[config.mk]
export PLATFORM = sky130hd
export DESIGN_NAME = dpro_accum
export DESIGN_NICKNAME = d
export VERILOG_FILES = /design/src/rtl/dpro_accum.sv
export SDC_FILE = /design/constraint.sdc
export NUM_CORES = 1
export LEC_CHECK = 0
export ABC_CLOCK_PERIOD_IN_PS = 4400
export BUFFER_PORTS_ARGS = -buffer_cell sky130_fd_sc_hd__buf_2
export CAP_MARGIN = 20
export CELL_PAD_IN_SITES_DETAIL_PLACEMENT = 1
export CELL_PAD_IN_SITES_GLOBAL_PLACEMENT = 1
export CORE_MARGIN = 4
export CORE_UTILIZATION = 41
export CTS_BUF_LIST = sky130_fd_sc_hd__clkbuf_4 sky130_fd_sc_hd__clkbuf_8
export DETAILED_ROUTE_END_ITERATION = 8
export GPL_TIMING_DRIVEN = 0
export PLACE_DENSITY = 0.92
export SETUP_SLACK_MARGIN = 0.15
export SYNTH_ARGS = -nofsm -noshare
export SYNTH_HDL_FRONTEND = slang
export SYNTH_SLANG_ARGS = --single-unit
export TNS_END_PERCENT = 5
[constraint.sdc]
create_clock -name clk -period 4.4 [get_ports clk]
set_clock_uncertainty 0.05 [all_clocks]
set_input_delay 0.88 -clock clk [delete_from_list [all_inputs] [get_ports clk]]
set_output_delay 0.88 -clock clk [all_outputs]
set_load 0.02 [all_outputs]
[src/rtl/dpro_accum.sv]
`default_nettype none
// +--------------------------------------------------------------------------+
// | Module      : dpro_accum                                                 |
// | Description : ALU writeback stage. Passes plain ops through and sums     |
// |               DPRO element products into one saturated dot product.      |
// |               Optional macro DPRO_RELU_EN clamps negative DPRO results.  |
// | Revision    : 1.0  initial release                                       |
// +--------------------------------------------------------------------------+
module dpro_accum #(
    parameter int         DATA_W  = 32,
    parameter int         ACC_W   = 48,
    parameter int         LEN_W   = 8,
    parameter logic [2:0] DPRO_OP = 3'b111
) (
    input  logic              clk,
    input  logic              rst,
    input  logic              in_valid,
    output logic              in_ready,
    input  logic [2:0]        op_code,
    input  logic [DATA_W-1:0] alu_out,
    input  logic [LEN_W-1:0]  vec_len,
    output logic              res_valid,
    input  logic              res_ready,
    output logic [DATA_W-1:0] res_data,
    output logic              res_sat,
    output logic              res_err
);

    localparam logic [1:0] c_st_idle  = 2'd0;
    localparam logic [1:0] c_st_accum = 2'd1;
    localparam logic [1:0] c_st_out   = 2'd2;

    localparam logic signed [ACC_W-1:0] c_max =
        {{(ACC_W-DATA_W+1){1'b0}}, {(DATA_W-1){1'b1}}};
    localparam logic signed [ACC_W-1:0] c_min =
        {{(ACC_W-DATA_W+1){1'b1}}, {(DATA_W-1){1'b0}}};

    logic [1:0]              r_state;
    logic [1:0]              w_state_nxt;
    logic signed [ACC_W-1:0] r_acc;
    logic [LEN_W-1:0]        r_cnt;
    logic [LEN_W-1:0]        r_len;
    logic [DATA_W-1:0]       r_res_data;
    logic                    r_res_sat;
    logic                    r_res_err;

    logic                    w_accept;
    logic                    w_is_dpro;
    logic signed [ACC_W-1:0] w_prod;
    logic signed [ACC_W-1:0] w_sum;
    logic [LEN_W-1:0]        w_len_in;
    logic [LEN_W-1:0]        w_cnt_inc;
    logic                    w_last_accum;
    logic                    w_hi;
    logic                    w_lo;
    logic [DATA_W-1:0]       w_clip;
    logic [DATA_W-1:0]       w_dpro_res;

    assign in_ready  = ~rst & (r_state != c_st_out);
    assign res_valid = (r_state == c_st_out);
    assign res_data  = r_res_data;
    assign res_sat   = r_res_sat;
    assign res_err   = r_res_err;

    assign w_accept     = in_valid & in_ready;
    assign w_is_dpro    = (op_code == DPRO_OP);
    assign w_prod       = {{(ACC_W-DATA_W){alu_out[DATA_W-1]}}, alu_out};
    // The first beat of a vector starts from zero rather than the stale sum.
    assign w_sum        = ((r_state == c_st_accum) ? r_acc : '0) + w_prod;
    assign w_len_in     = (vec_len == '0) ? LEN_W'(1) : vec_len;
    assign w_cnt_inc    = r_cnt + LEN_W'(1);
    assign w_last_accum = (w_cnt_inc == r_len);

    assign w_hi   = (w_sum > c_max);
    assign w_lo   = (w_sum < c_min);
    assign w_clip = w_hi ? c_max[DATA_W-1:0] :
                    w_lo ? c_min[DATA_W-1:0] : w_sum[DATA_W-1:0];

`ifdef DPRO_RELU_EN
    assign w_dpro_res = w_clip[DATA_W-1] ? '0 : w_clip;
`else
    assign w_dpro_res = w_clip;
`endif

    always_ff @(posedge clk) begin
        if (rst) begin
            r_state <= c_st_idle;
        end else begin
            r_state <= w_state_nxt;
        end
    end

    always_comb begin
        w_state_nxt = r_state;
        case (r_state)
            c_st_idle: begin
                if (w_accept) begin
                    if (!w_is_dpro || (w_len_in == LEN_W'(1))) begin
                        w_state_nxt = c_st_out;
                    end else begin
                        w_state_nxt = c_st_accum;
                    end
                end
            end
            c_st_accum: begin
                if (w_accept && w_is_dpro && w_last_accum) begin
                    w_state_nxt = c_st_out;
                end
            end
            c_st_out: begin
                if (res_ready) begin
                    w_state_nxt = c_st_idle;
                end
            end
            default: w_state_nxt = c_st_idle;
        endcase
    end

    always_ff @(posedge clk) begin
        if (rst) begin
            r_acc      <= '0;
            r_cnt      <= '0;
            r_len      <= '0;
            r_res_data <= '0;
            r_res_sat  <= 1'b0;
            r_res_err  <= 1'b0;
        end else begin
            // Plain ops arriving mid-vector are swallowed and flagged.
            r_res_err <= w_accept & ~w_is_dpro & (r_state == c_st_accum);
            if (w_accept && (r_state == c_st_idle)) begin
                if (w_is_dpro) begin
                    r_acc <= w_sum;
                    r_cnt <= LEN_W'(1);
                    r_len <= w_len_in;
                    if (w_len_in == LEN_W'(1)) begin
                        r_res_data <= w_dpro_res;
                        r_res_sat  <= w_hi | w_lo;
                    end
                end else begin
                    r_res_data <= alu_out;
                    r_res_sat  <= 1'b0;
                end
            end else if (w_accept && w_is_dpro && (r_state == c_st_accum)) begin
                r_acc <= w_sum;
                r_cnt <= w_cnt_inc;
                if (w_last_accum) begin
                    r_res_data <= w_dpro_res;
                    r_res_sat  <= w_hi | w_lo;
                end
            end
        end
    end

endmodule
`default_nettype wire

==> run_results.csv <==
group,metric,value,unit
sta,fmax,209,MHz
power,peakVddDrop,0.190,mV
floorplan,die_h,142,µm
drt,drc,0,
yosys,syn-cell-area,0.00741,mm²
floorplan,num_rows,48,
clock_network,cts_num_sinks,100,
min_path,min_delay_path_depth,2,
yosys,ys_warn_count,0,
worst_setup_path,critical_path_class,"register to register",
sta,setup_tns,-10.07,ns
yosys,synth-edff-count,0,
yosys,ys_ff_latch,100,
worst_setup_path,cp-start-kind,"register",
sta,setup_viol,32,
drt,wl_per_cell,24.5,µm
yosys,syn_avg_cell_area,7.42,µm²
clock_network,root_buffer,"clkbuf_8",
drt,drt_first_pass_iters,6,
clock_network,cts_max_level,3,
placed_design,gp_congestion,0.973,
outcome,status,"complete, but fails checks",
placed_design,placed_area,0.00811,mm²
sta,period_share,1.09,
clock_network,clk_pin_slew,0.12,ns
clock_network,cts_tree,"built",
worst_setup_path,crit_fanout,10,
sta,drv_slew,0,
worst_setup_path,cp.arrival,5.04,ns
floorplan,initial_core_util,0.424,
yosys,syn_inst,998,
min_path,holdCritStartpoint,"r_acc[32]$_SDFFE_PP0P_",
global_routing,grt_overflow,0,
drt,drt_iter0_drc,793,
global_routing,grt_use_total,0.287,
placed_design,placed_cells,1305,
final_layout,fin_area,0.00936,mm²
power,leakagePower,3.96,nW
global_routing,grt_pass1_wl,46500,µm
final_layout,insertedDiodeCount,0,
power,power.density,223,mW/mm²
clock_network,clk_path_buf_depth,2,
sta,rsz0062_at_grt,"yes",
min_path,whs_endpoint,"r_acc[32]$_SDFFE_PP0P_",
final_layout,fillers,2154,
yosys,ys_types,67,
floorplan,die_w,142,µm
global_routing,grt_antenna_before_repair,0,
drt,wl,33500,µm
sta,period_needed,4.78,ns
yosys,synthFlopType,"dfxtp_1",
floorplan,die_area,0.0203,mm²
final_layout,final_cell_mix,"nand2_1, nor2_1, a21oi_1",
worst_setup_path,worst-r2r-cell-count,21,
outcome,violations,"negative setup slack",
floorplan,core_area,0.0175,mm²
floorplan,io_pins,83,
drt,ant_nets,0,
worst_setup_path,rr_startpoint,"r_state[0]$_SDFFE_PP0P_",
run,drv_cap,0,
worst_setup_path,cp.required,4.66,ns
global_routing,grt_start_max_net_pins,19,
sta,worst_pin_slew,1.10,ns
global_routing,grt_pass1_vias,8779,
final_layout,nets,1234,
sta,hold_violations,0,
final_layout,drive_gt1_frac,0.222,
clock_network,clock_latency,0.42,ns
sta,finalWorstSetupSlack,-0.377,ns
clock_network,cts_hold_buf,0,
yosys,syn_nets,1094,
clock_network,numCtsBuffers,9,
yosys,synth_seq_area_share,0.270,
worst_setup_path,end_kind,"register",
yosys,postSynth.asyncResetShare,0,
final_layout,multiInputGateArea,0.00559,mm²
drt,viasPerCell,6.46,
drt,dr_total_vias,8834,
placed_design,dpl.hpwl,20300,µm
worst_setup_path,ff2ff_setup_slack,-0.38,ns
worst_setup_path,r2r_end,"res_data[0]$_SDFFE_PP0P_",
sta,holdWs,0.408,ns
placed_design,numPortBuffers,82,
final_layout,mostFrequentLayoutCell,"nand2_1",
final_layout,layout.cells.non_filler,1368,
final_layout,regArea,0.00200,mm²
min_path,hold_path.class,"register to register",
final_layout,area_growth_syn_to_layout,26.4,%
sta,slew_headroom,0.263,
-- per-stage QoR --
stage | utilization | power [mW] | setup WS, ns
2_1_floorplan | - | 1.26 | 0.174
3_3_place_gp | 0.464 | 1.39 | -1.11
3_5_place_dp | 0.464 | 1.41 | -1.23
4_1_cts | 0.511 | 2.03 | -0.0857
5_1_grt | 0.536 | 2.16 | -0.504
6_report | 0.536 | 2.09 | -0.377
-- cell usage after synthesis, types with 3 or more instances --
cell      number  share of area
nand2_1      142          0.072
nor2_1       116          0.059
a21oi_1      114          0.077
dfxtp_1      100           0.27
clkbuf_1      51          0.026
and2_1        50          0.042
ha_1          48          0.081
o21ai_0       46          0.031
xnor2_1       39          0.046
a22oi_1       33          0.033
a211o_1       28          0.033
nand4_1       20          0.017
xor2_1        18          0.021
nor3_1        14         0.0095
nand3_1       13         0.0088
inv_1         11         0.0056
o211ai_1      11          0.011
o21a_1        11          0.011
a211oi_1       9         0.0091
mux2i_1        9          0.012
or3_1          9         0.0076
a21o_1         8         0.0081
nand2b_1       8         0.0068
a31oi_1        7         0.0059
and3_1         6         0.0051
nor4_1         6         0.0051
o21bai_1       6         0.0061
buf_2          5         0.0034
nor2b_1        5         0.0042
or4_1          4         0.0041
a21boi_0       3         0.0030
o31ai_1        3         0.0030
or2_2          3         0.0025
-- area by class of cell --
type / instances / area share
inverter: 11 / 0.00468
clock buffer: 10 / 0.0140
tap: 225 / 0.0301
timing repair buffer: 129 / 0.0946
buffer: 60 / 0.0398
multi-input combinational: 827 / 0.598
clock inverter: 6 / 0.00508
sequential: 100 / 0.214
-- critical path, cell delays in order, from the launching register on --
cell and delay [ns]:
dfxtp_2 0.34, buf_6 0.12, inv_4 0.06, nor2_4 0.04, buf_8 0.15, buf_6 0.15
and2_1 0.16, ha_1 0.28, clkbuf_2 0.20, nand4_1 0.27, nor4_4 0.46, nand3_1 0.22
o22ai_4 0.29, o31ai_4 0.11, xor2_2 0.30, nand4_1 0.20, nor4_2 0.38, a31o_2 0.28
nor2_4 0.05, buf_8 0.17, buf_4 0.15, a211o_1 0.25
-- state kept, by name, indices dropped and copies added (netlist names) --
register,cells
res_data,32
res_err,1
res_sat,1
r_len,8
r_state,2
r_acc,48
r_cnt,8
-- report_power, final --
part           internal [mW]  leakage [nW]  total, mW  switching [mW]
registers              0.950         0.815      0.977          0.0263
logic                  0.184          3.06      0.502           0.317
clock network          0.218        0.0842      0.608           0.391
total                   1.35          3.96       2.09           0.735
-- cell families (layout without fill, tap and decap cells) --
family	Yosys count	after routing	synth area share
XOR/XNOR	57	57	0.0674
AO/OA/AOI/OAI	302	302	0.264
AND/OR/NAND/NOR	408	408	0.260
adder cells (fa/ha/maj)	49	49	0.0838
flip-flops	100	100	0.270
multiplexers	11	11	0.0152
buffers and inverters	71	216	0.0390
-- layer usage --
layer / share of wire / track usage / vias to the layer above
li1: - / - / 3844
met2: 0.47 / 0.498 / 534
met3: 0.085 / 0.0440 / 184
met5: 0 / 0 / -
met1: 0.38 / 0.353 / 4272
met4: 0.061 / 0.123 / 0
-- how the worst max path moves through the flow --
stage	startpoint	to
floorplan	r_state[0]$_SDFFE_PP0P_	res_data[1]$_SDFFE_PP0P_
finish	r_state[0]$_SDFFE_PP0P_	res_data[0]$_SDFFE_PP0P_
CTS	r_state[0]$_SDFFE_PP0P_	res_data[13]$_SDFFE_PP0P_
global route	r_state[0]$_SDFFE_PP0P_	res_data[0]$_SDFFE_PP0P_
global placement	r_state[1]$_SDFFE_PP0P_	res_data[14]$_SDFFE_PP0P_
detailed placement	r_state[0]$_SDFFE_PP0P_	res_data[13]$_SDFFE_PP0P_
-- what timing repair did --
action / CTS / global route
resized for setup: 85 / 80
gates cloned: 2 / 2
buffers inserted: 26 / 17
endpoints found under the setup margin: 43 / 33
pin swaps: 29 / 41
No activity file was read; power rests on OpenSTA's default activity.
